`src/rtl/sap_clock_module.sv`:
```
// ---------------------------------------------------------------------------
// sap_clock_module
//
// Purpose:
//   Generates the CPU clock for the SAP-U datapath. In auto mode cpu_clk is
//   a free-running 50% duty clock with a half-period of AUTO_DIV clk cycles.
//   In manual mode each debounced press of the step button produces exactly
//   one high pulse of STEP_HIGH clk cycles. A halt request freezes cpu_clk
//   low. All outputs are flops, so cpu_clk is glitch-free.
//
// Parameters:
//   AUTO_DIV        half-period of cpu_clk in auto mode, clk cycles (>=1)
//   DEBOUNCE_CYCLES stable synchronized samples to accept a button change (>=2)
//   STEP_HIGH       cpu_clk high time per manual step, clk cycles (>=1)
//
// Ports:
//   clk          in  system clock, all logic on posedge
//   rst_n        in  asynchronous active-low reset
//   manual_mode  in  1 = single-step, 0 = auto (asynchronous switch)
//   step_btn     in  raw active-high pushbutton (bouncy, asynchronous)
//   halt         in  HLT level from control logic (asynchronous)
//   cpu_clk      out registered CPU clock
//   cpu_clk_rise out one-clk pulse in the first cycle cpu_clk is high
//   halted       out high while cpu_clk is held low by halt
// ---------------------------------------------------------------------------
module sap_clock_module #(
    parameter int AUTO_DIV        = 4,
    parameter int DEBOUNCE_CYCLES = 1000,
    parameter int STEP_HIGH       = 4
) (
    input  logic clk,
    input  logic rst_n,
    input  logic manual_mode,
    input  logic step_btn,
    input  logic halt,
    output logic cpu_clk,
    output logic cpu_clk_rise,
    output logic halted
);

    localparam int DB_W    = $clog2(DEBOUNCE_CYCLES);
    localparam int DIV_MAX = (AUTO_DIV > STEP_HIGH) ? AUTO_DIV : STEP_HIGH;
    localparam int DIV_W   = $clog2(DIV_MAX + 1);

    localparam logic [DB_W-1:0]  DB_LAST   = DB_W'(DEBOUNCE_CYCLES - 1);
    localparam logic [DIV_W-1:0] AUTO_LAST = DIV_W'(AUTO_DIV - 1);
    localparam logic [DIV_W-1:0] STEP_LAST = DIV_W'(STEP_HIGH - 1);

    typedef enum logic {
        ST_LOW  = 1'b0,
        ST_HIGH = 1'b1
    } state_t;

    // 2-FF synchronizers for the asynchronous inputs
    logic [1:0] r_mode_sync;
    logic [1:0] r_step_sync;
    logic [1:0] r_halt_sync;
    // Start-up delay: the divider waits until the synchronizers have been
    // filled with real input samples, so the first auto rise after reset
    // lines up with the synchronizer latency.
    logic [1:0] r_run;

    logic w_mode_s;
    logic w_step_s;
    logic w_halt_s;
    logic w_run;

    assign w_mode_s = r_mode_sync[1];
    assign w_step_s = r_step_sync[1];
    assign w_halt_s = r_halt_sync[1];
    assign w_run    = r_run[1];

    always_ff @(posedge clk or negedge rst_n) begin
        if (!rst_n) begin
            r_mode_sync <= 2'b00;
            r_step_sync <= 2'b00;
            r_halt_sync <= 2'b00;
            r_run       <= 2'b00;
        end else begin
            r_mode_sync <= {r_mode_sync[0], manual_mode};
            r_step_sync <= {r_step_sync[0], step_btn};
            r_halt_sync <= {r_halt_sync[0], halt};
            r_run       <= {r_run[0], 1'b1};
        end
    end

    // Debouncer: any sample equal to the accepted level restarts the count,
    // so a change is accepted only after DEBOUNCE_CYCLES differing samples
    // in a row. The step pulse is raised together with the accepted press.
    logic [DB_W-1:0] r_db_cnt;
    logic            r_btn_db;
    logic            r_step_pulse;

    always_ff @(posedge clk or negedge rst_n) begin
        if (!rst_n) begin
            r_db_cnt     <= '0;
            r_btn_db     <= 1'b0;
            r_step_pulse <= 1'b0;
        end else if (w_step_s == r_btn_db) begin
            r_db_cnt     <= '0;
            r_step_pulse <= 1'b0;
        end else if (r_db_cnt == DB_LAST) begin
            r_db_cnt     <= '0;
            r_btn_db     <= w_step_s;
            r_step_pulse <= w_step_s;
        end else begin
            r_db_cnt     <= r_db_cnt + DB_W'(1);
            r_step_pulse <= 1'b0;
        end
    end

    // Clock FSM
    state_t           r_state;
    state_t           w_state_nxt;
    logic [DIV_W-1:0] r_div;
    logic [DIV_W-1:0] w_div_nxt;
    logic             r_auto_hi;
    logic             w_auto_hi_nxt;
    logic [DIV_W-1:0] w_high_last;

    always_comb begin
        w_state_nxt   = r_state;
        w_div_nxt     = r_div;
        w_auto_hi_nxt = r_auto_hi;
        w_high_last   = r_auto_hi ? AUTO_LAST : STEP_LAST;
        case (r_state)
            ST_LOW: begin
                // While halted (and for the cycle halted clears) the divider
                // stays at 0, so the first LOW phase after a halt is full length.
                if (!w_run || w_halt_s || halted) begin
                    w_div_nxt = '0;
                end else if (!w_mode_s) begin
                    if (r_div == AUTO_LAST) begin
                        w_state_nxt   = ST_HIGH;
                        w_div_nxt     = '0;
                        w_auto_hi_nxt = 1'b1;
                    end else begin
                        w_div_nxt = r_div + DIV_W'(1);
                    end
                end else begin
                    w_div_nxt = '0;
                    if (r_step_pulse) begin
                        w_state_nxt   = ST_HIGH;
                        w_auto_hi_nxt = 1'b0;
                    end
                end
            end
            ST_HIGH: begin
                // Length fixed by the mode latched on entry; halt and mode
                // changes are deliberately ignored here.
                if (r_div == w_high_last) begin
                    w_state_nxt = ST_LOW;
                    w_div_nxt   = '0;
                end else begin
                    w_div_nxt = r_div + DIV_W'(1);
                end
            end
            default: begin
                w_state_nxt = ST_LOW;
                w_div_nxt   = '0;
            end
        endcase
    end

    always_ff @(posedge clk or negedge rst_n) begin
        if (!rst_n) begin
            r_state      <= ST_LOW;
            r_div        <= '0;
            r_auto_hi    <= 1'b0;
            cpu_clk      <= 1'b0;
            cpu_clk_rise <= 1'b0;
            halted       <= 1'b0;
        end else begin
            r_state      <= w_state_nxt;
            r_div        <= w_div_nxt;
            r_auto_hi    <= w_auto_hi_nxt;
            cpu_clk      <= (w_state_nxt == ST_HIGH);
            cpu_clk_rise <= (r_state == ST_LOW) && (w_state_nxt == ST_HIGH);
            halted       <= (w_state_nxt == ST_LOW) && w_halt_s;
        end
    end

endmodule
```
`config.mk`:
```
export PLATFORM = sky130hd
export DESIGN_NAME = sap_clock_module
export DESIGN_NICKNAME = d
export VERILOG_FILES = /design/src/rtl/sap_clock_module.sv
export SDC_FILE = /design/constraint.sdc
export NUM_CORES = 1
export LEC_CHECK = 0
export ABC_AREA = 1
export BUFFER_PORTS_ARGS = -buffer_cell sky130_fd_sc_hd__clkbuf_2
export CAP_MARGIN = 0
export CORE_AREA = 10 10 58 55
export CTS_CLUSTER_DIAMETER = 150
export DETAILED_ROUTE_END_ITERATION = 16
export DIE_AREA = 0 0 68 65
export PLACE_DENSITY = 0.8
export SYNTH_ARGS = -nofsm -noshare
export SYNTH_HDL_FRONTEND = slang
export SYNTH_SLANG_ARGS = --single-unit
```
`constraint.sdc`:
```
create_clock -name clk -period 1.2 [get_ports clk]
set_input_delay 0.18 -clock clk [delete_from_list [all_inputs] [get_ports clk]]
set_output_delay 0.18 -clock clk [all_outputs]
set_load 0.05 [all_outputs]
```
Yosys cells after proc, flatten, opt, wreduce, memory -nomap -nowiden
Index checks and enable logic that the tools add are counted.
{"block": "classes", "n_mux": 14, "n_reduce_logical": 6, "bitwise": 3, "eq_ne": 3, "addsub": 2}
{"operator": "10-bit two-way mux", "n": 2}
{"operator": "10-bit by 1-bit adder with 10-bit output, second input constant", "n": 1}
{"operator": "10-bit == test, second input constant", "n": 1}
{"operator": "3-bit two-way mux", "n": 3}
{"operator": "1-bit two-way mux", "n": 7}
{"operator": "3-bit one-hot mux with 2 select lines", "n": 1}
{"operator": "3-bit by 1-bit adder with 3-bit output, second input constant", "n": 1}
{"operator": "3-bit by 2-bit == test with 1-bit output, second input constant", "n": 1}
{"operator": "1-bit NOT", "n": 3}
{"operator": "1-bit logical AND", "n": 2}
{"operator": "1-bit logical OR", "n": 2}
{"operator": "1-bit one-hot mux with 2 select lines", "n": 1}
{"operator": "2-bit AND reduction", "n": 1}
{"operator": "1-bit == test", "n": 1}
{"operator": "1-bit logical NOT", "n": 1}
{"block": "totals", "out_inout_bits": 3, "reg_bits": 26, "wordCells": 39}

Longest topological paths before layout
Gate-level depths: netlist of run 1.
{"block": "logic_depth", "word_depth": 7, "ltp_mapped": 7, "ltp_nobuf": 7}

Worst setup path after synthesis of run 1
No wires, ideal clock.
{"block": "synth_timing", "path_kind": "flip-flop to flip-flop", "start": "reg r_db_cnt[0]", "end": "reg r_db_cnt[5]", "path_stages_with_launch": 7, "arrival_time_ns": 1.056, "required_time_ns": 1.120, "slack_ns": 0.064, "cell_sequence": "dfrtp_1 -> ha_1 -> nand2_1 -> nor2_1 -> nand3_1 -> nand2_2 -> nor3_2"}
{"block": "synth_between", "elab_chain_len": 3, "elab_cells_between_ends": 4}
{"element": "from (decl)", "line": "90", "rtl": "logic [DB_W-1:0] r_db_cnt;"}
{"element": "from (signal assigned)", "line": "107", "rtl": "r_db_cnt <= r_db_cnt + DB_W'(1);"}
{"element": "10-bit by 1-bit adder with 10-bit output / 10-bit == test (equally long branches)", "line": "107, 102"}
{"element": "10-bit two-way mux *", "line": "102", "rtl": "end else if (r_db_cnt == DB_LAST) begin"}
{"element": "10-bit two-way mux *", "line": "99", "rtl": "end else if (w_step_s == r_btn_db) begin"}
Every way passes the cells marked *; elsewhere a longest branch is shown, timed or not.
A chain may end at the register's enable or synchronous reset.

Worst setup path in the final report of run 1
{"block": "layout_timing", "start": "reg r_db_cnt[0]", "end": "reg r_db_cnt[6]"}
Same word-level chain as after synthesis.

==> out/metrics.cfg, run 1 <==
[run_status]
outcome=finished, final reports clean

[timing]
fmax_ghz=0.8369
finalSetupViolations=0
hold_violations=0
period_share_pct=99.57
skew_ns=0.002951
rsz0062_at_grt=yes
final_max_slew_viol_count=0
holdWs_ns=0.3645
period_minus_slack_ns=1.195

[cts]
cts_tree=done
numCtsBuffers=3
clockRootBuffer=clkbuf_4
cts.sink_count=26
h-tree-depth=1
path_clk_slew_ns=0.13
clk_latency_ns=0.31
cts_buffer_depth=2

[layout]
final_util_pct=62.80
final_cell_mix=26 x dfrtp_1, 16 x nor2_1, 15 x nand2_1
layout-drive-gt1-share_pct=25.38
syn_to_final_growth_pct=22.51
antenna-diode-count=0
final_common_cell=dfrtp_1
n_fill_cell=164
register_area_sq_um=650.6
nNetsFinal=138
multiInputGateArea_sq_um=402.9

[power]
comb_power_share_pct=5.9
swShare_pct=19.75
clock_power_share_pct=36.7
peakVddDrop_uv=1164
internal_power_mw=1.279
p_seq_share_pct=57.4
power.leakage_nw=0.6308
p_per_area_nw_per_um2=1219
p_switching_mw=0.3147

[floorplan]
die_w_microns=68
coreArea_sq_um=2082
die_area_sq_um=4420
start_util_pct=51.26
rows=16
die_h_microns=65
io_pins=8

[worst_hold_path]
hp-class=reg -> reg
hold_depth=0

[synthesis]
synth-seq-cells=26
synth_flop_cell=dfrtp_1
ys_types=20
synth_edf_count=0
avgSynthCellArea_sq_um=9.615
yosysWarnings=0
synthTopCellsByArea=dfrtp_1 61%, nor2_1 6.3%, inv_1 5.6%
synthCells=111
netlist_area_sq_um=1067
syn_nets=118
ys_seq_area_share_pct=60.96
async_flop_share_pct=100.0
synth_area_leader_cell=dfrtp_1
synth_top_area_share_pct=60.96

[critical_path]
crit_type=reg -> reg
r2r-end=r_db_cnt[6]$_DFF_PN0_
reg2reg_from=r_db_cnt[0]$_DFF_PN0_
arrival_ns=1.41
r2r_cells=6
critPathLaunchType=register
crit_path_end_kind=register
critPathLaunch=r_db_cnt[0]$_DFF_PN0_
ff2ff_setup_slack_ns=0.005
critPathCapture=r_db_cnt[6]$_DFF_PN0_
cp_max_fo=6
cp.required_ns=1.41

[drt]
drt-wirelength-per-cell_microns=11.82
vias=786
drt_first_pass_iters=4
drc=0
drt_iter0_markers=22
wl_microns=1856
viasPerCell=5.006
ant_nets=0

[flow_run]
max_cap_violations=0

[placed_design]
portBuffers=7
hpwl_microns=1272
gp_routability_congestion=0.8490

[global_routing]
overflow=0
grt_pass1_vias=771
antenna_found_initial=0
grt_use_total_pct=9.163
grt_pass1_wl_microns=3215
grt_max_degree=27

layout make-up:
type / count / share of cell area, %
Clock buffer: 3 / 1.722
Clock inverter: 1 / 2.297
Inverter: 16 / 4.593
Multi-Input combinational cell: 69 / 30.81
Sequential cell: 26 / 49.76
Tap cell: 27 / 2.584
Timing Repair Buffer: 15 / 8.230
power groups by stage:
stage	Sequential [mW]	Combinational [mW]	Clock (mW)
floorplan	0.933	0.0289	0
global placement	0.927	0.0692	0
detailed placement	0.931	0.0723	0
CTS	0.914	0.0909	0.598
global route	0.917	0.106	0.638
finish	0.914	0.0939	0.585
stage by stage:
step / worst slack (ns) / total power [mW] / TNS, ns / area, sq um / instances
final: 0.005171 / 1.593 / 0 / 1308 / 157
after global routing: -0.06248 / 1.661 / -0.4678 / 1308 / 157
after CTS: 0.004792 / 1.603 / 0 / 1269 / 156
after detailed placement: -0.04948 / 1.003 / -0.2158 / 1151 / 147
after global placement: 0.02069 / 0.9966 / 0 / 1151 / 147
after floorplan: 0.06413 / 0.9623 / 0 / 1067 / 111
timing repair:
item,4_1_cts,5_1_grt
endpoints found under the hold margin,29,0
hold buffers,4,0
buffers inserted,1,1
gates resized for setup,7,9
pin swaps,4,6
setup endpoints to repair,10,16
kinds of logic after synthesis:
logic type / synth area share [%]
buffers and inverters: 5.627
DFF: 60.96
AOI/OAI and AO/OA: 4.925
and+or+nand+nor: 23.45
other: 0.3514
adders and majority gates: 2.344
xor gates and xnor gates: 2.345
state kept, by name (all words and copies together) (netlist names), 2 cells and up:
signal and flops:
r_halt_sync 2, r_run 2, r_db_cnt 10, r_mode_sync 2, r_div 3, r_step_sync 2
cells in the mapped netlist (2+ instances only):
library cell	count
nor2_2	2
nor3_1	5
inv_1	16
o21ai_0	2
nand2_1	16
nor2_1	18
nor3_2	2
nand3_1	8
a21oi_1	4
dfrtp_1	26
ha_1	2
nand2_2	2
worst min-delay path by stage:
stage,start,slack [ns],end
after floorplan,rst_n,-0.12,cpu_clk_rise$_DFF_PN0_
after global placement,rst_n,0.18,r_halt_sync[0]$_DFF_PN0_
after detailed placement,rst_n,0.18,r_halt_sync[0]$_DFF_PN0_
after CTS,rst_n,0.37,r_halt_sync[0]$_DFF_PN0_
after global routing,rst_n,0.38,r_halt_sync[1]$_DFF_PN0_
final,r_halt_sync[0]$_DFF_PN0_,0.36,r_halt_sync[1]$_DFF_PN0_
per-layer routing:
metal | part of all wire (%) | wire length [microns] | global-route usage (%) | up-vias
met3 | 2.7 | 50 | 1.546 | 6
met1 | 44 | 822 | 11.39 | 381
li1 | - | - | - | 383
met4 | 2.6 | 48 | 4.523 | 0
met2 | 50 | 934 | 14.77 | 16
met5 | 0 | 0 | 0 | -
worst max-delay path, stage by stage (launching register included):
cell and delay [ns]:
dfrtp_1 0.40, ha_2 0.22, nand2_4 0.08, nor2_4 0.13, nand3_4 0.10, nand2_4 0.12
nor3_2 0.04
(Power assumes the default switching activity.)
==> run 2, diff against run 1 <==
- CORE_AREA: 10 10 58 55 -> 10 10 64 50
- DIE_AREA: 0 0 68 65 -> 0 0 74 60
- PLACE_DENSITY: 0.8 -> 0.72
- clock period: 1.2 -> 1.5 ns (I/O delays scaled with it)
==> out/metrics.cfg, run 2 (synthesis results as in run 1) <==
[global_routing]
overflow=0
grt_pass1_vias=701
grt_max_degree=27
grt_use_total_pct=9.191
grt_pass1_wl_microns=3187
antenna_found_initial=0

[drt]
drt-wirelength-per-cell_microns=11.62
drc=0
vias=722
drt_iter0_markers=64
drt_first_pass_iters=4
ant_nets=0
wl_microns=1743
viasPerCell=4.813

[critical_path]
cp_max_fo=6
arrival_ns=1.52
crit_path_cell_trace=ha_1, nand2_1, nor2_1, nand3_1, nand2_2, nor2_1
crit_path_end_kind=register
critPathLaunchType=register
cp.required_ns=1.73
critPathMaxStageDelay_ns=0.41
crit_top_cell=nor2_1
crit_type=reg -> reg
cpMaxStageDelayCell=dfrtp_1

[layout]
layout-drive-gt1-share_pct=15.87
stdcell_count=150
final_cell_mix=26 x dfrtp_1, 18 x nor2_1, 16 x inv_1, 16 x nand2_1, 8 x nand3_1
final_util_pct=58.97
nNetsFinal=134
antenna-diode-count=0
top_register=r_db_cnt
top_regs=r_db_cnt (10), r_div (3)
syn_to_final_growth_pct=13.25
design_area_sq_um=1209
final_common_cell=dfrtp_1
largest_reg_flops=10

[placed_design]
preCtsSetupSlack_ns=0.2126
hpwl_microns=1292
dpl_cell_area_sq_um=1132
dp.cells=142
gp_routability_congestion=0.8178
portBuffers=7

[power]
clock_power_share_pct=30.4
p_switching_mw=0.2452
internal_power_mw=0.8911
p_total_mw=1.136
power.leakage_nw=0.5921
p_seq_share_pct=64.3
comb_power_share_pct=5.3
p_per_area_nw_per_um2=940.1
peakVddDrop_uv=939.2
swShare_pct=21.58

[cts]
cts_tree=done
cts.sink_count=26
numCtsBuffers=3
cts_setup_buffers=0
path_clk_slew_ns=0.14
clk_latency_ns=0.32
h-tree-depth=1
cts_buffer_depth=2
cts.repair.resized=0
clockRootBuffer=clkbuf_4

[flow_run]
max_cap_violations=0

[worst_hold_path]
hp-class=reg -> reg

[floorplan]
io_pins=8
die_h_microns=60
die_area_sq_um=4440
start_util_pct=52.08
rows=14
die_w_microns=74
coreArea_sq_um=2049

[timing]
fmax_ghz=0.7699
finalSetupViolations=0
setup_tns_ns=0
period_minus_slack_ns=1.299
rsz0062_at_grt=no
relSlewSlack_pct=59.70
hold_violations=0
worst_slack_ns=0.2012
final_max_slew_viol_count=0
tightest_slew_ns=0.6046
period_share_pct=86.59
skew_ns=0.01489
holdWs_ns=0.3610

[run_status]
outcome=finished, final reports clean

==> run 2: changes by cell type in the layout (fill, tap and decap cells not counted), sizes merged <==
cell	change
bufinv	-1
clkbuf	+1
buf	-4
==> run 2: power groups by stage <==
stage | Clock [mW] | Combinational, mW | Sequential (mW)
after detailed placement | 0 | 0.0539 | 0.744
after global placement | 0 | 0.0515 | 0.743
final | 0.345 | 0.0607 | 0.731
after global routing | 0.391 | 0.0691 | 0.733
after floorplan | 0 | 0.0232 | 0.747
after CTS | 0.353 | 0.0564 | 0.731
==> run 2: layout make-up <==
cell class,count,area [sq um]
Multi-Input combinational cell,69,356.6
Clock buffer,4,36.28
Timing Repair Buffer,11,75.07
Fill cell,176,840.8
Tap cell,24,30.03
Sequential cell,26,650.6
Inverter,16,60.06
==> run 2: final timing paths <==
check / start / to / slack (ns) / cells after the start
setup / recovery: r_db_cnt[0]$_DFF_PN0_ / r_db_cnt[0]$_DFF_PN0_ / 0.20 / 6
hold / removal: r_run[0]$_DFF_PN0_ / r_run[1]$_DFF_PN0_ / 0.36 / 0
setup reg to reg: r_db_cnt[0]$_DFF_PN0_ / r_db_cnt[0]$_DFF_PN0_ / 0.20 / 6
hold reg to reg: r_run[0]$_DFF_PN0_ / r_run[1]$_DFF_PN0_ / 0.36 / 0
max in group asynchronous: rst_n / r_step_pulse$_DFF_PN0_ / 0.66 / 2
min in group asynchronous: rst_n / halted$_DFF_PN0_ / 0.43 / 2
==> run 2: critical path: cells and delay by family (launching register included) <==
| kind | cells | cell delay, ns |
|---|---|---|
| flops | 1 | 0.41 |
| simple gates | 5 | 0.60 |
| fa+ha+maj | 1 | 0.19 |
==> run 2: metal layers <==
layer	part of all wire, %	global-route usage [%]	vias to the layer above
met1	49	12.07	328
met3	6.1	4.305	2
li1	-	-	373
met2	44	13.47	19
met4	0.98	1.857	0
met5	0	0	-
==> run 2: what timing repair did <==
action	CTS	global route
setup endpoints to repair	0	0
hold buffers	1	3
endpoints found under the hold margin	26	3
==> run 3, diff against run 2 <==
- CORE_AREA: 10 10 64 50 -> 2 2 56 42
- DIE_AREA: 0 0 74 60 -> 0 0 58 44
==> out/metrics.cfg, run 3 (synthesis results as in run 1) <==
[cts]
cts_tree=done
cts_buffer_depth=2
clockRootBuffer=clkbuf_4
cts.sink_count=26
numCtsBuffers=3
h-tree-depth=1
path_clk_slew_ns=0.13
clk_latency_ns=0.31
cts_setup_buffers=0

[critical_path]
crit_type=reg -> reg
critPathMaxStageDelay_ns=0.42
critPathLaunchType=register
crit_path_cell_trace=ha_1, nand2_1, nor2_1, nand3_1, nand2_2, nor2_1
path_buf_inv=0
arrival_ns=1.56
cpMaxStageDelayCell=dfrtp_1
crit_path_end_kind=register
crit_family=simple AND/OR/NAND/NOR gates
cp.required_ns=1.75
crit_top_cell=nor2_1
cp_max_fo=6

[floorplan]
die_h_microns=44
io_pins=8
coreArea_sq_um=2032
start_util_pct=52.52
rows=14
die_w_microns=58
die_area_sq_um=2552

[global_routing]
grt_use_total_pct=15.84
grt_max_degree=27
grt_util_met1_pct=22.44
top_usage_layer=met2
antenna_found_initial=0
grt_pass1_wl_microns=2973
overflow=0
grtUsageMet3_pct=5.373
grt_pass1_vias=674
met2_usage_pct=23.64

[timing]
finalSetupViolations=0
rsz0062_at_grt=no
period_share_pct=87.49
fmax_ghz=0.7620
hold_violations=0
skew_ns=0.001550
final_max_slew_viol_count=0
relSlewSlack_pct=59.09
period_minus_slack_ns=1.312
tightest_slew_ns=0.6137
setup_tns_ns=0
holdWs_ns=0.3677

[layout]
final_util_pct=60.28
syn_to_final_growth_pct=14.77
top_regs=r_db_cnt (10), r_div (3)
antenna-diode-count=0
layout-drive-gt1-share_pct=15.87
nNetsFinal=134
design_area_sq_um=1225
final_cell_mix=26 x dfrtp_1, 18 x nor2_1, 16 x inv_1, 16 x nand2_1, 8 x nand3_1
largest_reg_flops=10
top_register=r_db_cnt
final_common_cell=dfrtp_1

[power]
p_per_area_nw_per_um2=1027
peakVddDrop_uv=882.0
power.leakage_nw=0.5991
p_total_mw=1.258

[drt]
drt_first_pass_iters=4
vias=722
drc=0
ant_nets=0
drt-wirelength-per-cell_microns=11.15
wl_microns=1672
viasPerCell=4.813
drt_iter0_markers=33

[worst_hold_path]
hp-class=reg -> reg

[placed_design]
dpl_cell_area_sq_um=1132
hpwl_microns=1205
portBuffers=7
gp_routability_congestion=0.9169

[flow_run]
max_cap_violations=0

[run_status]
outcome=finished, final reports clean

## run 3: cell types whose count changed in the layout (fill, tap and decap cells not counted)
| cell | change |
|---|---|
| bufinv_16 | +1 |
| clkbuf_8 | -1 |
## run 3: metrics by stage
step | std cells | setup WS [ns]
after detailed placement | 142 | 0.2287
after floorplan | 111 | 0.3641
after global placement | 142 | 0.2902
after global routing | 150 | 0.08294
final | 150 | 0.1877
after CTS | 150 | 0.1942
## run 3: cell type report
type / instances / area, sq um
clock inverters: 1 / 30.03
multi-input cells: 69 / 356.6
flip-flops and latches: 26 / 650.6
fillers: 166 / 807.0
clock buffers: 3 / 22.52
repair buffers: 11 / 75.07
inverters: 16 / 60.06
well taps: 24 / 30.03
## run 3: final timing paths
kind / start / cells past startpoint / slack, ns / to
max: r_db_cnt[0]$_DFF_PN0_ / 6 / 0.19 / r_db_cnt[3]$_DFF_PN0_
min: r_mode_sync[0]$_DFF_PN0_ / 0 / 0.37 / r_mode_sync[1]$_DFF_PN0_
max reg2reg: r_db_cnt[0]$_DFF_PN0_ / 6 / 0.19 / r_db_cnt[3]$_DFF_PN0_
min reg2reg: r_mode_sync[0]$_DFF_PN0_ / 0 / 0.37 / r_mode_sync[1]$_DFF_PN0_
max in group asynchronous: rst_n / 2 / 0.67 / r_btn_db$_DFFE_PN0P_
min in group asynchronous: rst_n / 2 / 0.43 / r_div[2]$_DFF_PN0_
## run 3: timing repair
item	in CTS	in global routing
endpoints found under the setup margin	0	0
gates resized for setup	0	0
hold endpoints to repair	29	0
hold buffers	4	0
## run 3: power by group
group | internal [mW] | switching (mW) | total, mW | leakage [nW]
sequential | 0.720 | 0.0104 | 0.731 | 0.340
combinational | 0.0223 | 0.0378 | 0.0601 | 0.232
clock | 0.270 | 0.197 | 0.468 | 0.0279
## run 3: metal layers
| layer | up-vias | share of wire (%) |
|---|---|---|
| li1 | 374 | - |
| met1 | 325 | 53 |
| met2 | 21 | 42 |
| met3 | 2 | 4.8 |
| met4 | 0 | 0.78 |
| met5 | - | 0 |
